--- config.mk ---
export PLATFORM = sky130hd
export DESIGN_NAME = axis_pkt_monitor
export DESIGN_NICKNAME = d
export VERILOG_FILES = /design/src/rtl/axis_pkg.sv /design/src/rtl/axis_skid_buf.sv /design/src/rtl/axis_pkt_monitor.sv
export SDC_FILE = /design/constraint.sdc
export NUM_CORES = 2
export LEC_CHECK = 0
export CAP_MARGIN = 10
export CORE_AREA = 2 2 537 539
export DETAILED_ROUTE_END_ITERATION = 6
export DIE_AREA = 0 0 539 541
export PLACE_DENSITY_LB_ADDON = 0.08
export SLEW_MARGIN = 40
export SYNTH_ARGS = -nofsm -noshare
export SYNTH_HDL_FRONTEND = slang
export SYNTH_SLANG_ARGS = --single-unit
--- constraint.sdc ---
create_clock -name clk -period 8.2 [get_ports clk]
set_input_delay 1.64 -clock clk [delete_from_list [all_inputs] [get_ports clk]]
set_output_delay 1.64 -clock clk [all_outputs]
set_load 0.05 [all_outputs]
--- src/rtl/axis_pkg.sv ---
// Shared widths, counter sizes and packet-tracking state for the AXI-stream packet monitor.
package axis_pkg;
  localparam int W_DATA_DEF = 512;
  localparam int W_USER_DEF = 48;
  localparam int PKT_CNT_W  = 32;
  localparam int BYTE_CNT_W = 48;
  localparam int LEN_W      = 16;
  localparam int ERR_CNT_W  = 16;

  typedef enum logic {
    ST_IDLE   = 1'b0,
    ST_IN_PKT = 1'b1
  } pkt_state_t;
endpackage

--- src/rtl/axis_skid_buf.sv ---
// Two-entry AXI-stream skid buffer: registered m_* and s_tready, 1-cycle latency when empty.
// s_tready drops only while both entries are occupied; m_* hold while stalled.
module axis_skid_buf
  import axis_pkg::*;
#(
  parameter int W_DATA = W_DATA_DEF,
  parameter int W_USER = W_USER_DEF,
  localparam int W_KEEP = W_DATA / 8
) (
  input  logic              clk,
  input  logic              rstn,
  input  logic              s_tvalid,
  input  logic [W_DATA-1:0] s_tdata,
  input  logic [W_KEEP-1:0] s_tkeep,
  input  logic              s_tlast,
  input  logic [W_USER-1:0] s_tuser,
  output logic              s_tready,
  output logic              m_tvalid,
  output logic [W_DATA-1:0] m_tdata,
  output logic [W_KEEP-1:0] m_tkeep,
  output logic              m_tlast,
  output logic [W_USER-1:0] m_tuser,
  input  logic              m_tready
);
  logic              skid_vld;
  logic              skid_vld_nxt;
  logic [W_DATA-1:0] skid_data;
  logic [W_KEEP-1:0] skid_keep;
  logic              skid_last;
  logic [W_USER-1:0] skid_user;
  logic              accept;

  assign accept = s_tvalid & s_tready;

  // Skid slot fills only when the output register is stalled; otherwise it drains into m_*.
  always_comb begin
    skid_vld_nxt = 1'b0;
    if (m_tvalid && !m_tready) begin
      skid_vld_nxt = skid_vld | accept;
    end
  end

  always_ff @(posedge clk) begin
    if (!rstn) begin
      s_tready  <= 1'b0;
      m_tvalid  <= 1'b0;
      m_tdata   <= '0;
      m_tkeep   <= '0;
      m_tlast   <= 1'b0;
      m_tuser   <= '0;
      skid_vld  <= 1'b0;
      skid_data <= '0;
      skid_keep <= '0;
      skid_last <= 1'b0;
      skid_user <= '0;
    end else begin
      skid_vld <= skid_vld_nxt;
      s_tready <= !skid_vld_nxt;
      if (!m_tvalid || m_tready) begin
        if (skid_vld) begin
          m_tvalid <= 1'b1;
          m_tdata  <= skid_data;
          m_tkeep  <= skid_keep;
          m_tlast  <= skid_last;
          m_tuser  <= skid_user;
        end else if (accept) begin
          m_tvalid <= 1'b1;
          m_tdata  <= s_tdata;
          m_tkeep  <= s_tkeep;
          m_tlast  <= s_tlast;
          m_tuser  <= s_tuser;
        end else begin
          m_tvalid <= 1'b0;
        end
      end else if (accept) begin
        skid_data <= s_tdata;
        skid_keep <= s_tkeep;
        skid_last <= s_tlast;
        skid_user <= s_tuser;
      end
    end
  end
endmodule

--- src/rtl/axis_pkt_monitor.sv ---
// Pass-through AXI-stream monitor (skid buffer, 1-cycle latency) with packet/byte statistics on accepted beats.
// Define AXIS_PKT_MONITOR_KEEP_CHECK_EN to enable tkeep protocol-error counting; stats never backpressure.
module axis_pkt_monitor
  import axis_pkg::*;
#(
  parameter int W_DATA = W_DATA_DEF,
  parameter int W_USER = W_USER_DEF,
  localparam int W_KEEP = W_DATA / 8
) (
  input  logic                  clk,
  input  logic                  rstn,
  input  logic                  s_tvalid,
  input  logic [W_DATA-1:0]     s_tdata,
  input  logic [W_KEEP-1:0]     s_tkeep,
  input  logic                  s_tlast,
  input  logic [W_USER-1:0]     s_tuser,
  output logic                  s_tready,
  output logic                  m_tvalid,
  output logic [W_DATA-1:0]     m_tdata,
  output logic [W_KEEP-1:0]     m_tkeep,
  output logic                  m_tlast,
  output logic [W_USER-1:0]     m_tuser,
  input  logic                  m_tready,
  input  logic                  stats_clr,
  output logic [PKT_CNT_W-1:0]  pkt_cnt,
  output logic [BYTE_CNT_W-1:0] byte_cnt,
  output logic [LEN_W-1:0]      last_pkt_len,
  output logic [ERR_CNT_W-1:0]  err_cnt,
  output logic                  err_sticky
);
  logic             accept;
  logic [LEN_W-1:0] beat_bytes;
  logic [LEN_W:0]   run_sum;
  logic [LEN_W-1:0] run_sat;
  logic [LEN_W-1:0] running;
  pkt_state_t       state, state_nxt;

  axis_skid_buf #(
    .W_DATA(W_DATA),
    .W_USER(W_USER)
  ) u_skid (
    .clk     (clk),
    .rstn    (rstn),
    .s_tvalid(s_tvalid),
    .s_tdata (s_tdata),
    .s_tkeep (s_tkeep),
    .s_tlast (s_tlast),
    .s_tuser (s_tuser),
    .s_tready(s_tready),
    .m_tvalid(m_tvalid),
    .m_tdata (m_tdata),
    .m_tkeep (m_tkeep),
    .m_tlast (m_tlast),
    .m_tuser (m_tuser),
    .m_tready(m_tready)
  );

  assign accept = s_tvalid & s_tready;

  always_comb begin
    beat_bytes = '0;
    for (int i = 0; i < W_KEEP; i++) begin
      beat_bytes = beat_bytes + LEN_W'(s_tkeep[i]);
    end
  end

  assign run_sum = {1'b0, running} + {1'b0, beat_bytes};
  assign run_sat = run_sum[LEN_W] ? '1 : run_sum[LEN_W-1:0];

  always_comb begin
    state_nxt = state;
    if (accept) begin
      state_nxt = s_tlast ? ST_IDLE : ST_IN_PKT;
    end
  end

  always_ff @(posedge clk) begin
    if (!rstn) begin
      state   <= ST_IDLE;
      running <= '0;
    end else begin
      state <= state_nxt;
      if (accept) begin
        running <= s_tlast ? '0 : run_sat;
      end
    end
  end

  // A clear in the same cycle as an accepted beat leaves only that beat's contribution.
  always_ff @(posedge clk) begin
    if (!rstn) begin
      pkt_cnt      <= '0;
      byte_cnt     <= '0;
      last_pkt_len <= '0;
    end else begin
      if (stats_clr) begin
        pkt_cnt      <= '0;
        byte_cnt     <= '0;
        last_pkt_len <= '0;
      end
      if (accept) begin
        byte_cnt <= (stats_clr ? '0 : byte_cnt) + BYTE_CNT_W'(beat_bytes);
        if (s_tlast) begin
          pkt_cnt      <= (stats_clr ? '0 : pkt_cnt) + 1'b1;
          last_pkt_len <= run_sat;
        end
      end
    end
  end

`ifdef AXIS_PKT_MONITOR_KEEP_CHECK_EN
  logic                 keep_err;
  logic [ERR_CNT_W-1:0] err_base;

  // Contiguous-from-bit-0 masks have no set bit above a clear bit: k & (k+1) == 0.
  always_comb begin
    keep_err = (s_tkeep == '0)
            || ((s_tkeep & (s_tkeep + W_KEEP'(1))) != '0)
            || (!s_tlast && (s_tkeep != '1));
  end

  assign err_base = stats_clr ? '0 : err_cnt;

  always_ff @(posedge clk) begin
    if (!rstn) begin
      err_cnt    <= '0;
      err_sticky <= 1'b0;
    end else begin
      if (stats_clr) begin
        err_cnt    <= '0;
        err_sticky <= 1'b0;
      end
      if (accept && keep_err) begin
        err_cnt    <= (err_base == '1) ? err_base : err_base + 1'b1;
        err_sticky <= 1'b1;
      end
    end
  end
`else
  assign err_cnt    = '0;
  assign err_sticky = 1'b0;
`endif
endmodule
-- Word-level counts from Yosys, hierarchy flattened
Index checks and enable logic that the tools add are counted.
- bits in registers: 1365
- input bits: 630
- output and inout port bits: 740
- add/subtract/negate cells: 66
- muxes and demuxes: 21
- bitwise gates (word level): 3
- reduce and logical (&&, ||, !) cells: 8
- operator list (operator ; number):
    512-bit two-way mux ; 2
    16-bit by 1-bit adder with 16-bit output ; 48
    48-bit two-way mux ; 4
    64-bit two-way mux ; 2
    32-bit two-way mux ; 3
    16-bit two-way mux ; 5
    48-bit by 16-bit adder with 48-bit output ; 1
    32-bit by 1-bit adder with 32-bit output, second input constant ; 1
    16-bit by 16-bit adder with 17-bit output ; 1
    15-bit by 1-bit adder with 16-bit output ; 1
    14-bit by 1-bit adder with 15-bit output ; 1
    13-bit by 1-bit adder with 14-bit output ; 1
    12-bit by 1-bit adder with 13-bit output ; 1
    11-bit by 1-bit adder with 12-bit output ; 1
    10-bit by 1-bit adder with 11-bit output ; 1
    9-bit by 1-bit adder with 10-bit output ; 1
    8-bit by 1-bit adder with 9-bit output ; 1
    7-bit by 1-bit adder with 8-bit output ; 1
    6-bit by 1-bit adder with 7-bit output ; 1
    5-bit by 1-bit adder with 6-bit output ; 1
    4-bit by 1-bit adder with 5-bit output ; 1
    1-bit two-way mux ; 5
    3-bit by 1-bit adder with 4-bit output ; 1
    2-bit AND reduction ; 2
    other kinds (9) ; 11

-- Depth between registers and ports, before layout
- depth in word-level cells: 67
- gate-level depth with buffers: 29

-- Modules after synthesis
A second synthesis with hierarchy kept.
- cell total of the unflattened synthesis: 6485
- area, all modules: 60759.5 um^2
- by module, submodules not included (module ; instances ; cells an instance ; area each (um^2)):
    axis_skid_buf ; 1 ; 5570 ; 52914.5
    axis_pkt_monitor ; 1 ; 915 ; 7845.0

-- Least setup slack after synthesis
OpenSTA, ideal clock, no wires.
- path type: input-to-reg
- from: in s_tkeep[35]
- to: reg last_pkt_len[12]
- library setup time: 0.132 ns
- arrival time: 8.449 ns
- setup slack: -0.381 ns
- stages: 28
- path buffers: 1
- cell sequence: inv_1 > fa_1 > inv_1 > fa_1 > fa_1 > inv_1 > fa_1 > inv_1 > fa_1 > fa_1 > fa_1 > inv_1 > fa_1 > inv_1 > fa_1 > a21o_1 > a21oi_1 > xnor2_1 > ha_1 > o21ai_0 > o21bai_1 > a31o_2 > a31oi_2 > nor2b_1 > buf_2 > a31o_2 > nand3_1 > a21oi_1
- word-level cells in the longest chain between the ends: 33
- ends and longest elaborated chain (item ; RTL line ; text):
    start, declared ; axis_pkt_monitor.sv:14 ; input logic [W_KEEP-1:0] s_tkeep,
    16-bit by 1-bit adder with 16-bit output (29 in series) ; axis_pkt_monitor.sv:63 ; beat_bytes = beat_bytes + LEN_W'(s_tkeep[i]);
    16-bit by 16-bit adder with 17-bit output ; axis_pkt_monitor.sv:67 ; assign run_sum = {1'b0, running} + {1'b0, beat_bytes};
    16-bit two-way mux ; axis_pkt_monitor.sv:68 ; assign run_sat = run_sum[LEN_W] ? '1 : run_sum[LEN_W-1:0];
    16-bit two-way mux ; axis_pkt_monitor.sv:103 ; if (s_tlast) begin
    16-bit two-way mux ; axis_pkt_monitor.sv:101 ; if (accept) begin
    end signal, assigned ; axis_pkt_monitor.sv:105 ; last_pkt_len <= run_sat;
    end, declared ; axis_pkt_monitor.sv:27 ; output logic [LEN_W-1:0] last_pkt_len,
Every way passes these cells.
A chain may end at the register's enable or synchronous reset.

-- Final worst setup path
- from: in s_tkeep[37]
- to: reg byte_cnt[23]
- word-level cells in the longest chain between the ends: 29
- ends and longest elaborated chain (item ; RTL line ; text):
    16-bit by 1-bit adder with 16-bit output (27 in series) ; axis_pkt_monitor.sv:63 ;
    48-bit by 16-bit adder with 48-bit output ; axis_pkt_monitor.sv:102 ; byte_cnt <= (stats_clr ? '0 : byte_cnt) + BYTE_CNT_W'(beat_bytes);
    48-bit two-way mux ; axis_pkt_monitor.sv:101 ;
    end signal, assigned ; axis_pkt_monitor.sv:102 ;
    end, declared ; axis_pkt_monitor.sv:26 ; output logic [BYTE_CNT_W-1:0] byte_cnt,
Every way passes these cells.

==> flow_metrics.py <==
metrics = {
    "logic_synthesis": {
        "synth_top_area_share_pct": 48.9,
        "syn_area_mm2": 0.0559,
        "syn_avg_cell_area_um2": 8.65,
        "ys.flop_type": "dfxtp_1",
        "synthCells": 6463,
        "synth-edff-count": 0,
        "ys_ff_latch": 1365,
        "ys.warnings.count": 0,
        "yosysMostFrequentCell": "nand2_1",
        "ys_seq_area_share_pct": 48.9,
        "async_flop_share_pct": 0,
        "yosysTopAreaCell": "dfxtp_1",
        "yosysUniqueCellTypes": 70,
        "synth.area.top_cells": "dfxtp_1 (49%), mux2i_1 (10%), nand2_1 (9.2%)",
        "netlist_top_cells_count": "nand2_1 (1,371), dfxtp_1 (1,365), nor2_1 (704), a21oi_1 (679), a211oi_1 (585)",
    },
    "critical_path": {
        "cp-endpoint": "byte_cnt[23]",
        "r2r_slack_ps": 4950,
        "path_max_fanout": 4,
        "crit_path_start": "s_tkeep[37]",
        "r2r-end": "u_skid.m_tdata[200]",
        "crit_required_ps": 8910,
        "end_kind": "flip-flop",
        "r2r_start": "u_skid.skid_vld",
        "crit_family": "adder cells",
        "critPathBufInv": 8,
        "crit_path_max_incr_delay_ps": 590,
        "critical_path_class": "primary input to flip-flop",
        "reg2reg_depth": 5,
        "crit_arrival_ps": 8900,
        "critPathLaunchType": "primary input",
        "slowest_stage": "fa_1",
        "cp_common_cell": "fa_1",
        "path_depth": 28,
    },
    "final_layout": {
        "finish.net_count": 8375,
        "syn2layout_area_growth_pct": 44.6,
        "regArea_mm2": 0.0273,
        "drive_above_1_share_pct": 8.22,
        "nFillCells": 30400,
        "multi_input_area_mm2": 0.0267,
        "instances_no_fill": 11600,
    },
    "place": {
        "dpl.hpwl_um": 190000,
        "place_congestion": 0.803,
        "place_ws_ps": -1450,
        "portBuffers": 1352,
        "placed_cells": 11200,
    },
    "power_and_ir_drop": {
        "p_leak_uw": 0.0265,
        "ir_worst_vdd_mv": 1.30,
        "p_per_area_mw_per_mm2": 367,
    },
    "outcome": {
        "status": "finished, final reports clean",
    },
    "floorplanning": {
        "initial_core_util_pct": 19.5,
        "die_h_um": 541,
        "die_area_mm2": 0.292,
        "io_pins": 1370,
        "die_w_um": 539,
        "coreArea_mm2": 0.286,
        "rows": 197,
    },
    "sta": {
        "rsz0062_at_grt": "yes",
        "worstMarginPinSlew_ps": 1020,
        "setup_slack_ps": 10.6,
        "drv_slew": 0,
        "setup_viol": 0,
        "fmax_mhz": 122,
        "clock_skew_ps": 32.1,
        "hold_viol": 0,
        "slew-limit-headroom_pct": 31.9,
        "final.period_utilization_pct": 99.9,
        "layout_min_cycle_time_ps": 8190,
    },
    "cts": {
        "cts_tree": "built",
        "cts_sinks": 1365,
        "clockRootBuffer": "clkbuf_16",
        "insertion_delay_ps": 860,
        "cts_buffers": 186,
        "path_clk_slew_ps": 60,
        "htreeDepth": 4,
        "cts_max_path_buffers": 4,
    },
    "grt": {
        "grt_usage_pct": 17.5,
        "grt.overflow.total": 0,
        "antenna_found_initial": 133,
        "grt_start_max_net_pins": 170,
        "grt_pass1_wl_um": 374000,
        "grt_pass1_vias": 47900,
    },
    "detailed_routing": {
        "drtAntennaViolNets": 0,
        "routed_via_density": 4.31,
        "drt_first_pass_iters": 5,
        "post-route-drc-count": 0,
        "via_count": 50000,
        "detail_route.iter0.violations": 2739,
        "drt_wl_total_um": 266000,
        "wire_per_inst_um": 22.9,
    },
    "flow_run": {
        "maxCapViolCount": 0,
    },
    "hold_path": {
        "hp-class": "flip-flop to flip-flop",
    },
}
worst min path at each step:
stage                           from               endpoint  slack, ps  cells past startpoint
2_1_floorplan             running[3]             running[3]        440                      2
3_3_place_gp   u_skid.skid_data[491]  u_skid.skid_data[491]        440                      2
3_5_place_dp   u_skid.skid_data[506]  u_skid.skid_data[506]        450                      2
4_1_cts        u_skid.skid_data[399]  u_skid.skid_data[399]        450                      2
5_1_grt        u_skid.skid_data[461]  u_skid.skid_data[461]        460                      2
6_report       u_skid.skid_data[442]  u_skid.skid_data[442]        450                      2
layer usage:
metal / vias up / track usage (%) / routed length [µm]
met2: 1396 / 28.7 / 124000
met1: 23600 / 21.3 / 111000
li1: 24500 / - / -
met4: 88 / 5.12 / 7770
met5: - / 0 / 568
met3: 428 / 6.37 / 22100
final cells by class:
type | instances | share of cell area [%]
Multi-Input combinational cell | 4465 | 33.1
Clock buffer | 283 | 6.95
Sequential cell | 1365 | 33.8
Inverter | 104 | 0.514
Timing Repair Buffer | 1538 | 19.2
Tap cell | 3781 | 5.85
Clock inverter | 35 | 0.494
Antenna cell | 38 | 0.118
power breakdown:
group          switching [µW]  total (µW)  internal, µW
sequential                178        7100          6930
clock                    3300        8120          4830
combinational            7490       14400          6950
total                   11000       29700         18700
cell usage in the layout, fill, tap and decap left out, types with 14 or more instances in the layout:
| master | n |
|---|---|
| clkbuf_1 | 38 |
| or3_1 | 17 |
| xor2_1 | 21 |
| clkbuf_8 | 58 |
| nor2_1 | 696 |
| buf_12 | 28 |
| a211oi_1 | 580 |
| a21oi_1 | 670 |
| diode_2 | 38 |
| dfxtp_1 | 1364 |
| fa_1 | 51 |
| buf_2 | 14 |
| nor2b_1 | 24 |
| clkdlybuf4s50_1 | 1314 |
| buf_4 | 121 |
| conb_1 | 17 |
| ha_1 | 22 |
| inv_1 | 72 |
| inv_2 | 28 |
| clkinv_2 | 14 |
| nand2_1 | 1366 |
| buf_6 | 30 |
| nand4_1 | 18 |
| xnor2_1 | 38 |
| mux2i_1 | 580 |
| nand3_1 | 36 |
| o211ai_1 | 53 |
| clkbuf_16 | 187 |
| o21ai_0 | 67 |
per-stage QoR:
step / total power, µW / utilization, % / area (µm²) / TNS (ps) / hold slack, ps
after floorplan: 14100 / - / 56100 / -968 / 436
after global placement: 18800 / 25.7 / 73700 / -98250 / 440
after detailed placement: 18800 / 25.8 / 73900 / -99390 / 446
after CTS: 28200 / 27.9 / 80000 / 0 / 454
after global routing: 31400 / 28.2 / 80800 / -1580 / 464
final: 29700 / 28.2 / 80800 / 0 / 451
state kept, by name, summed over array words and instances (netlist names):
signal	cells
u_skid.skid_keep	64
u_skid.m_tkeep	64
pkt_cnt	32
u_skid.m_tuser	48
u_skid.s_tready	1
last_pkt_len	16
u_skid.skid_user	48
byte_cnt	48
u_skid.skid_vld	1
u_skid.skid_data	512
u_skid.skid_last	1
u_skid.m_tvalid	1
running	16
u_skid.m_tlast	1
u_skid.m_tdata	512
worst register-to-register path, cell delays in order (launching register included):
cell	delay [ps]
dfxtp_4	500
buf_4	460
buf_4	670
buf_12	600
mux2i_1	760
a211oi_1	130
logic make-up after synthesis:
| logic type | after synthesis | share of synthesized area [%] |
|---|---|---|
| other | 1 | 0.00671 |
| buffers and inverters | 649 | 4.56 |
| adders and majority gates | 86 | 2.67 |
| DFF | 1365 | 48.9 |
| muxes | 580 | 10.4 |
| AOI/OAI and AO/OA | 1450 | 16.2 |
| xor gates and xnor gates | 65 | 1.05 |
| and+or+nand+nor | 2267 | 16.3 |
repair_timing:
item,in CTS,in global routing
endpoints found under the setup margin,74,72
buffers inserted,12,10
resized for setup,148,111
pin swaps,45,86
gates cloned,0,1
hold buffers,0,0
No activity file was read; power rests on OpenSTA's default activity.
